--- src/rtl/mac_mem_ctrl.sv ---
// Sequences a 3-row matrix MAC: fetch A and B rows from memory, register the
// combinational MAC result for one cycle, then write the three result words back.
module mac_mem_ctrl #(
    parameter int unsigned ADDR_STRIDE = 4
) (
    input  logic        clk_i,
    input  logic        rst_i,
    input  logic        start_i,
    input  logic [1:0]  opcode_i,
    input  logic [31:0] rs1_i,
    input  logic [31:0] rs2_i,
    input  logic [31:0] rd_i,
    output logic        busy_o,
    output logic        done_o,
    output logic        mem_req_o,
    output logic        mem_we_o,
    output logic [31:0] mem_addr_o,
    output logic [31:0] mem_wdata_o,
    input  logic [31:0] mem_rdata_i,
    input  logic        mem_ack_i,
    output logic [1:0]  mac_opcode_o,
    output logic [95:0] mac_a_o,
    output logic [95:0] mac_b_o,
    input  logic [95:0] mac_res_i
);

    typedef enum logic [2:0] {
        S_IDLE,
        S_RD_A,
        S_RD_B,
        S_COMPUTE,
        S_WR,
        S_DONE
    } state_t;

    state_t      state_q, state_d;
    logic [1:0]  idx_q, idx_d;
    logic [1:0]  opcode_q, opcode_d;
    logic [31:0] rs1_q, rs1_d;
    logic [31:0] rs2_q, rs2_d;
    logic [31:0] rd_q, rd_d;
    logic [95:0] a_q, a_d;
    logic [95:0] b_q, b_d;
    logic [95:0] res_q, res_d;

    logic [31:0] offset;
    logic        last_row;

    // Row 0 lives in the top word of each 96-bit operand vector.
    function automatic logic [95:0] put_word(input logic [95:0] vec,
                                             input logic [1:0]  idx,
                                             input logic [31:0] word);
        logic [95:0] r;
        r = vec;
        case (idx)
            2'd0:    r[95:64] = word;
            2'd1:    r[63:32] = word;
            default: r[31:0]  = word;
        endcase
        return r;
    endfunction

    function automatic logic [31:0] get_word(input logic [95:0] vec,
                                             input logic [1:0]  idx);
        logic [31:0] r;
        case (idx)
            2'd0:    r = vec[95:64];
            2'd1:    r = vec[63:32];
            default: r = vec[31:0];
        endcase
        return r;
    endfunction

    assign offset   = 32'(idx_q) * 32'(ADDR_STRIDE);
    assign last_row = (idx_q == 2'd2);

    always_ff @(posedge clk_i) begin
        if (rst_i) begin
            state_q  <= S_IDLE;
            idx_q    <= 2'd0;
            opcode_q <= 2'd0;
            rs1_q    <= 32'd0;
            rs2_q    <= 32'd0;
            rd_q     <= 32'd0;
            a_q      <= 96'd0;
            b_q      <= 96'd0;
            res_q    <= 96'd0;
        end else begin
            state_q  <= state_d;
            idx_q    <= idx_d;
            opcode_q <= opcode_d;
            rs1_q    <= rs1_d;
            rs2_q    <= rs2_d;
            rd_q     <= rd_d;
            a_q      <= a_d;
            b_q      <= b_d;
            res_q    <= res_d;
        end
    end

    always_comb begin
        state_d  = state_q;
        idx_d    = idx_q;
        opcode_d = opcode_q;
        rs1_d    = rs1_q;
        rs2_d    = rs2_q;
        rd_d     = rd_q;
        a_d      = a_q;
        b_d      = b_q;
        res_d    = res_q;
        case (state_q)
            S_IDLE: begin
                if (start_i) begin
                    opcode_d = opcode_i;
                    rs1_d    = {rs1_i[31:2], 2'b00};
                    rs2_d    = {rs2_i[31:2], 2'b00};
                    rd_d     = {rd_i[31:2], 2'b00};
                    idx_d    = 2'd0;
                    state_d  = S_RD_A;
                end
            end
            S_RD_A: begin
                if (mem_ack_i) begin
                    a_d = put_word(a_q, idx_q, mem_rdata_i);
                    if (last_row) begin
                        idx_d   = 2'd0;
                        state_d = S_RD_B;
                    end else begin
                        idx_d = idx_q + 2'd1;
                    end
                end
            end
            S_RD_B: begin
                if (mem_ack_i) begin
                    b_d = put_word(b_q, idx_q, mem_rdata_i);
                    if (last_row) begin
                        idx_d   = 2'd0;
                        state_d = S_COMPUTE;
                    end else begin
                        idx_d = idx_q + 2'd1;
                    end
                end
            end
            S_COMPUTE: begin
                res_d   = mac_res_i;
                state_d = S_WR;
            end
            S_WR: begin
                if (mem_ack_i) begin
                    if (last_row) begin
                        idx_d   = 2'd0;
                        state_d = S_DONE;
                    end else begin
                        idx_d = idx_q + 2'd1;
                    end
                end
            end
            S_DONE: begin
                state_d = S_IDLE;
            end
            default: begin
                state_d = S_IDLE;
            end
        endcase
    end

    // Bus outputs are a pure function of registered state, so they hold
    // steady for as long as the memory withholds its ack.
    always_comb begin
        mem_req_o   = 1'b0;
        mem_we_o    = 1'b0;
        mem_addr_o  = 32'd0;
        mem_wdata_o = 32'd0;
        case (state_q)
            S_RD_A: begin
                mem_req_o  = 1'b1;
                mem_addr_o = rs1_q + offset;
            end
            S_RD_B: begin
                mem_req_o  = 1'b1;
                mem_addr_o = rs2_q + offset;
            end
            S_WR: begin
                mem_req_o   = 1'b1;
                mem_we_o    = 1'b1;
                mem_addr_o  = rd_q + offset;
                mem_wdata_o = get_word(res_q, idx_q);
            end
            default: begin
                mem_req_o = 1'b0;
            end
        endcase
    end

    assign busy_o       = (state_q != S_IDLE);
    assign done_o       = (state_q == S_DONE);
    assign mac_opcode_o = opcode_q;
    assign mac_a_o      = a_q;
    assign mac_b_o      = b_q;

endmodule

--- config.mk ---
export PLATFORM = sky130hd
export DESIGN_NAME = mac_mem_ctrl
export DESIGN_NICKNAME = d
export VERILOG_FILES = /design/src/rtl/mac_mem_ctrl.sv
export SDC_FILE = /design/constraint.sdc
export NUM_CORES = 1
export LEC_CHECK = 0
export BUFFER_PORTS_ARGS = -buffer_cell sky130_fd_sc_hd__buf_2
export CAP_MARGIN = 20
export CELL_PAD_IN_SITES_DETAIL_PLACEMENT = 1
export CELL_PAD_IN_SITES_GLOBAL_PLACEMENT = 2
export CORE_AREA = 3 3 239 241
export CTS_BUF_LIST = sky130_fd_sc_hd__clkbuf_8
export DETAILED_ROUTE_END_ITERATION = 12
export DIE_AREA = 0 0 242 244
export GPL_TIMING_DRIVEN = 0
export PLACE_DENSITY_LB_ADDON = 0.1
export SLEW_MARGIN = 20
export SYNTH_ARGS = -nofsm -noshare
export SYNTH_HDL_FRONTEND = slang
export SYNTH_SLANG_ARGS = --single-unit
--- constraint.sdc ---
create_clock -name clk_i -period 4.35 [get_ports clk_i]
set_input_delay 0.435 -clock clk_i [delete_from_list [all_inputs] [get_ports clk_i]]
set_output_delay 0.435 -clock clk_i [all_outputs]
set_load 0.02 [all_outputs]
==> results.ini, run 1 <==
[run_status]
outcome=completed

[clocking]
cts_htree_levels=3
numCtsBuffers=72
clock_sinks=385
clockBufferDepth=3
path_clk_slew_ns=0.07
cts_tree=yes
cts-root-buf=clkbuf_8
clock_latency_ns=0.65

[sta]
worst_pin_slew_ns=1.00
hold_violations=0
timing.final.ws_setup_ns=0.109
post-route-period-util_pct=97.5
skew_ns=0.0365
relSlewSlack_pct=32.9
fin_crit_ns=4.24
fmax_mhz=236
maxSlewViolCount=0
rsz0062_at_grt=yes
finalSetupViolCount=0

[floorplanning]
initial_core_util_pct=29.0
num_rows=86
core-area_um2=55100
design.die.area_um2=59000
io-pin-count=492
die_x_um=242
die_y_um=244

[synth]
synth_cell_types=58
synth_area_um2=16000
synthArstFlopShare_pct=0
yosysSeqAreaShare_pct=48.3
postSynthCellCount=2141
ys_ff_latch=385
yosysWarnings=0
synth_flop_cell=dfxtp_1
syn_avg_cell_area_um2=7.46
synth_edf_count=0

[detailed_routing]
wirelength_um=76000
drc=0
antenna_left=0
post_drt_wl_per_cell_um=21.2
drtPass1Iterations=5
vias_per_cell=4.87
dr.first_iter.drc_count=739
dr_total_vias=17494

[setup_path]
r2r-start=state_q[0]$_SDFFE_PP0P_
cp.required_ns=3.91
crit_start=state_q[2]$_SDFFE_PP0P_
rr_worst_depth=9
cp_max_fo=10
rr_endpoint=rs2_q[28]$_SDFFE_PP0P_
reg2reg_slack_ns=1.29
worstSetupStartpointType=flip-flop
crit_type=reg -> out
crit_chain=buf_8 -> buf_4 -> buf_2 -> nor3_1 -> a211o_1 -> or4_1 -> nor4_1 -> nand4_1 -> a21oi_2 -> buf_2
cp_slowest_stage_delay_ns=0.57
arrival_ns=3.81
cp_slowest_cell=or4_1
cp-end-kind=output pin
cp-endpoint=mem_addr_o[31]
cpMostUsedCell=buf_2

[cells_and_area]
final_cell_mix=771 x nand2_1, 488 x buf_2, 421 x a21oi_1, 383 x dfxtp_1, 124 x clkbuf_1
area_growth_pct=37.8
num-fill-cells=6870
drive_above_1_share_pct=24.3
fin_nets=3023
final_core_util_pct=39.9
seq_area_um2=7710
final_common_cell=nand2_1
multiInputGateArea_um2=7670

[grt]
grt_pass1_vias=18272
grt-ovfl-total=0
grt_max_degree=11
grt_pass1_wl_um=113000
antenna_found_initial=6
grt.total_usage_pct=24.9

[place]
dp_slack_ns=-1.07
post-dp-hpwl_um=57200
gp_congestion=0.829
port_buffers=482

[power]
powerDensity_nw_per_um2=366
power_mw=8.05
ir_drop_uv=216
power.leakage_nw=8.85

[hold_path]
worstHoldPathType=in -> reg

[job]
drv_cap=0

==> power by group <==
part	internal, mW	total (mW)	switching, mW
clock	2.03	3.64	1.61
sequential	3.60	3.65	0.0499
combinational	0.280	0.755	0.475
==> cell type report <==
cell class                 count  area share (%)
antenna                        4          0.0455
buffer                       172            3.80
clock buffer                  93            5.82
clock inverter                28           0.864
inverter                      10           0.182
multi-input combinational   1574            34.8
sequential                   385            35.0
tap                          748            4.25
timing repair buffer         575            15.2
==> layer usage <==
layer	share of wire, %	GRT usage [%]
met5	0.058	0
met3	6.1	5.64
met4	2.6	7.20
met1	43	31.2
met2	48	42.9
==> worst min path at each step <==
| stage | startpoint | endpoint | slack, ns | depth (start not counted) |
|---|---|---|---|---|
| after floorplan | res_q[64]$_SDFFE_PP0N_ | res_q[64]$_SDFFE_PP0N_ | 0.44 | 2 |
| after global placement | mac_a_o[17]$_SDFFE_PP0P_ | mac_a_o[17]$_SDFFE_PP0P_ | 0.44 | 2 |
| after detailed placement | res_q[67]$_SDFFE_PP0N_ | res_q[67]$_SDFFE_PP0N_ | 0.45 | 2 |
| after CTS | rs2_i[25] | rs2_q[25]$_SDFFE_PP0P_ | 0.00008 | 3 |
| after global routing | rs1_i[31] | rs1_q[31]$_SDFFE_PP0P_ | 0.01 | 3 |
| final | rs1_i[14] | rs1_q[14]$_SDFFE_PP0P_ | 0.05 | 3 |
==> through the flow <==
step | instances | area [um2] | hold WS [ns] | setup TNS [ns]
4_1_cts | 3583 | 21900 | 0.0000770 | 0
2_1_floorplan | 2142 | 16000 | 0.436 | 0
6_report | 3589 | 22000 | 0.0455 | 0
5_1_grt | 3586 | 22000 | 0.0116 | -0.00569
3_3_place_gp | 3372 | 19300 | 0.440 | -13.34
3_5_place_dp | 3373 | 19300 | 0.446 | -16.60
==> cells by family after synthesis <==
| logic type | Yosys count | synth area share [%] |
|---|---|---|
| AND/OR/NAND/NOR | 977 | 24.6 |
| buffers and inverters | 183 | 4.65 |
| AO/OA/AOI/OAI | 543 | 19.2 |
| other | 1 | 0.0235 |
| adder cells (fa/ha/maj) | 3 | 0.282 |
| XOR/XNOR | 12 | 0.658 |
| multiplexers | 37 | 2.34 |
| flip-flops | 385 | 48.3 |
==> registers in the layout, summed over array words and instances (netlist names) <==
| signal | flops |
|---|---|
| mac_a_o | 96 |
| mac_b_o | 96 |
| res_q | 96 |
| rd_q | 30 |
| rs1_q | 30 |
| rs2_q | 30 |
| state_q | 3 |
| idx_q | 2 |
| mac_opcode_o | 2 |
==> Yosys cell counts (all sizes together) (7+ instances only) <==
library cell  instances  area (um2)
nor2b                10        62.6
nand2               773        2900
buf                  40         205
xnor2                 9        78.8
o21ba                19         190
a21oi               431        2160
dfxtp               385        7710
nor4                  8        80.1
mux2i                34         340
nor3                 38         195
nor2                101         379
inv                   9        33.8
nand3                12        60.1
a211o                16         140
nand4                11        81.3
o21ai                 7        35.0
o22ai                26         163
clkbuf              133         499
==> worst max-delay path: cells and delay by family (launching register included) <==
family                 cells  cell delay, ns
AO/OA/AOI/OAI              2            0.61
AND/OR/NAND/NOR            4            1.35
buffers and inverters      4            0.80
flip-flops                 1            0.38
==> what timing repair did <==
action                     in CTS  in global routing
pin swaps                       8                  4
hold endpoints to repair       78                  0
setup endpoints to repair      31                 18
hold buffers                   78                  0
buffers inserted               12                  2
gates resized for setup        73                 14
Power figures use the tool's default switching activity.
==> run 2, diff against run 1 <==
--- a/config.mk
+++ b/config.mk
@@ -7,13 +7,12 @@
 export LEC_CHECK = 0
 export BUFFER_PORTS_ARGS = -buffer_cell sky130_fd_sc_hd__buf_2
 export CAP_MARGIN = 20
-export CELL_PAD_IN_SITES_DETAIL_PLACEMENT = 1
-export CELL_PAD_IN_SITES_GLOBAL_PLACEMENT = 2
-export CORE_AREA = 3 3 239 241
+export CELL_PAD_IN_SITES_DETAIL_PLACEMENT = 0
+export CELL_PAD_IN_SITES_GLOBAL_PLACEMENT = 1
+export CORE_AREA = 3 3 210 212
 export CTS_BUF_LIST = sky130_fd_sc_hd__clkbuf_8
 export DETAILED_ROUTE_END_ITERATION = 12
-export DIE_AREA = 0 0 242 244
-export GPL_TIMING_DRIVEN = 0
+export DIE_AREA = 0 0 213 215
 export PLACE_DENSITY_LB_ADDON = 0.1
 export SLEW_MARGIN = 20
 export SYNTH_ARGS = -nofsm -noshare
==> run 2 against run 1 <==
  * Design area down 8.4%
  * Maximum frequency up 2.2%
  * Core utilization up 7.9 points
  * Via count down 7.1%
  * Sequential share of layout area up 3.2 points
  * Final cell count down 12%
  * Die area down 22%
  * Sequential cell count unchanged
  * Critical path type unchanged
  * Largest cell class unchanged
==> results.ini, run 2 (same netlist as run 1, synthesis figures left out) <==
[run_status]
outcome=completed

[detailed_routing]
drtPass1Iterations=5
drc=0
post_drt_wl_per_cell_um=18.4
wirelength_um=57900
dr.first_iter.drc_count=1031
dr_total_vias=16246
antenna_left=0
vias_per_cell=5.15

[floorplanning]
io-pin-count=492
initial_core_util_pct=37.9
num_rows=75
die_y_um=215
die_x_um=213
core-area_um2=42100
design.die.area_um2=45800

[clocking]
numCtsBuffers=69
clock_sinks=385
cts_htree_levels=3
clock_latency_ns=0.61
path_clk_slew_ns=0.06
cts-root-buf=clkbuf_8
clockBufferDepth=3
cts_tree=yes

[cells_and_area]
seq_area_um2=7710
drive_above_1_share_pct=25.4
final_common_cell=nand2_1
fin_area_um2=20200
final_cell_mix=773 x nand2_1, 482 x buf_2, 431 x a21oi_1, 381 x dfxtp_1, 97 x nor2_1
num-fill-cells=4376
fin_nets=2794
final_core_util_pct=47.9
multiInputGateArea_um2=7640
area_growth_pct=26.3

[setup_path]
crit_chain=buf_4 -> inv_1 -> o221ai_1 -> a2bb2oi_1 -> nand3_1 -> or2_2 -> nor4_2 -> mux2_1 -> buf_2
arrival_ns=3.71
cp_slowest_cell=inv_1
cp_slowest_stage_delay_ns=0.42
cp_max_fo=42
reg2reg_slack_ns=1.58
crit_type=reg -> out
r2r-start=state_q[2]$_SDFFE_PP0P_
worstSetupStartpointType=flip-flop
crit_start=state_q[2]$_SDFFE_PP0P_
cp-end-kind=output pin
cp.required_ns=3.91

[power]
power.leakage_nw=8.21
powerDensity_nw_per_um2=374
ir_drop_uv=244

[sta]
rsz0062_at_grt=no
finalSetupViolCount=0
skew_ns=0.0217
maxSlewViolCount=0
post-route-period-util_pct=95.4
whs_ns=0.0650
fmax_mhz=241
tns_ns=0
worst_pin_slew_ns=1.02
relSlewSlack_pct=31.8
hold_violations=0
fin_crit_ns=4.15

[grt]
grt_pass1_vias=15558
grt_busiest_layer=met2
grt_util_met2_pct=39.3
grt_pass1_wl_um=88000
use_met3_pct=8.21
grt_max_degree=126
antenna_found_initial=17
grt-ovfl-total=0
use_met1_pct=30.3
grt.total_usage_pct=24.3

[hold_path]
worstHoldPathType=in -> reg
hp-start=mac_res_i[60]

[place]
placed_area_um2=18700
post-dp-hpwl_um=39400
gp_congestion=0.856
port_buffers=483

[job]
drv_cap=0

-- run 2: what timing repair did --
| item | CTS | global route |
|---|---|---|
| setup buffers | 1 | 2 |
| pin swaps | 1 | 1 |
| resized for setup | 7 | 7 |
| endpoints found under the setup margin | 7 | 8 |
| hold buffers | 0 | 0 |
-- run 2: per-stage QoR --
stage / cells / setup WS [ns] / total power [mW]
finish: 3152 / 0.202 / 7.55
floorplan: 2142 / 0.375 / 4.05
global placement: 3025 / 0.439 / 4.31
CTS: 3142 / 0.0335 / 7.66
detailed placement: 3025 / 0.343 / 4.32
global route: 3148 / 0.0116 / 7.88
-- run 2: worst paths after layout --
check	end	cells after the start
worst max register to register	rs1_q[25]$_SDFFE_PP0P_	6
worst max-delay path	mem_addr_o[26]	9
worst min-delay path	res_q[60]$_SDFFE_PP0N_	3
worst min register to register	mac_b_o[32]$_SDFFE_PP0P_	2
-- run 2: report_power, final --
group | switching, mW | total (mW) | internal [mW]
Sequential | 0.0469 | 3.65 | 3.60
Clock | 1.48 | 3.30 | 1.82
Combinational | 0.380 | 0.599 | 0.219
Total | 1.91 | 7.55 | 5.64
-- run 2: final cells by class --
cell class	instances	area share (%)
Antenna cell	7	0.0869
Clock buffer	86	5.87
Clock inverter	30	0.732
Inverter	10	0.186
Multi-Input combinational cell	1574	37.9
Sequential cell	385	38.2
Tap cell	539	3.34
Timing Repair Buffer	521	13.7
-- run 2: worst max-delay path, delay by kind of cell (launching register included) --
| kind | cells | cell delay [ns] |
|---|---|---|
| buffers and inverters | 3 | 0.85 |
| multiplexers | 1 | 0.40 |
| AND/OR/NAND/NOR | 3 | 0.96 |
| flip-flops | 1 | 0.33 |
| AO/OA/AOI/OAI | 2 | 0.56 |
-- run 2: layer usage --
layer	part of all wire, %	vias to the layer above
met5	0.22	-
met4	2.9	22
met3	8.5	111
met2	46	513
met1	42	7622
li1	-	7978
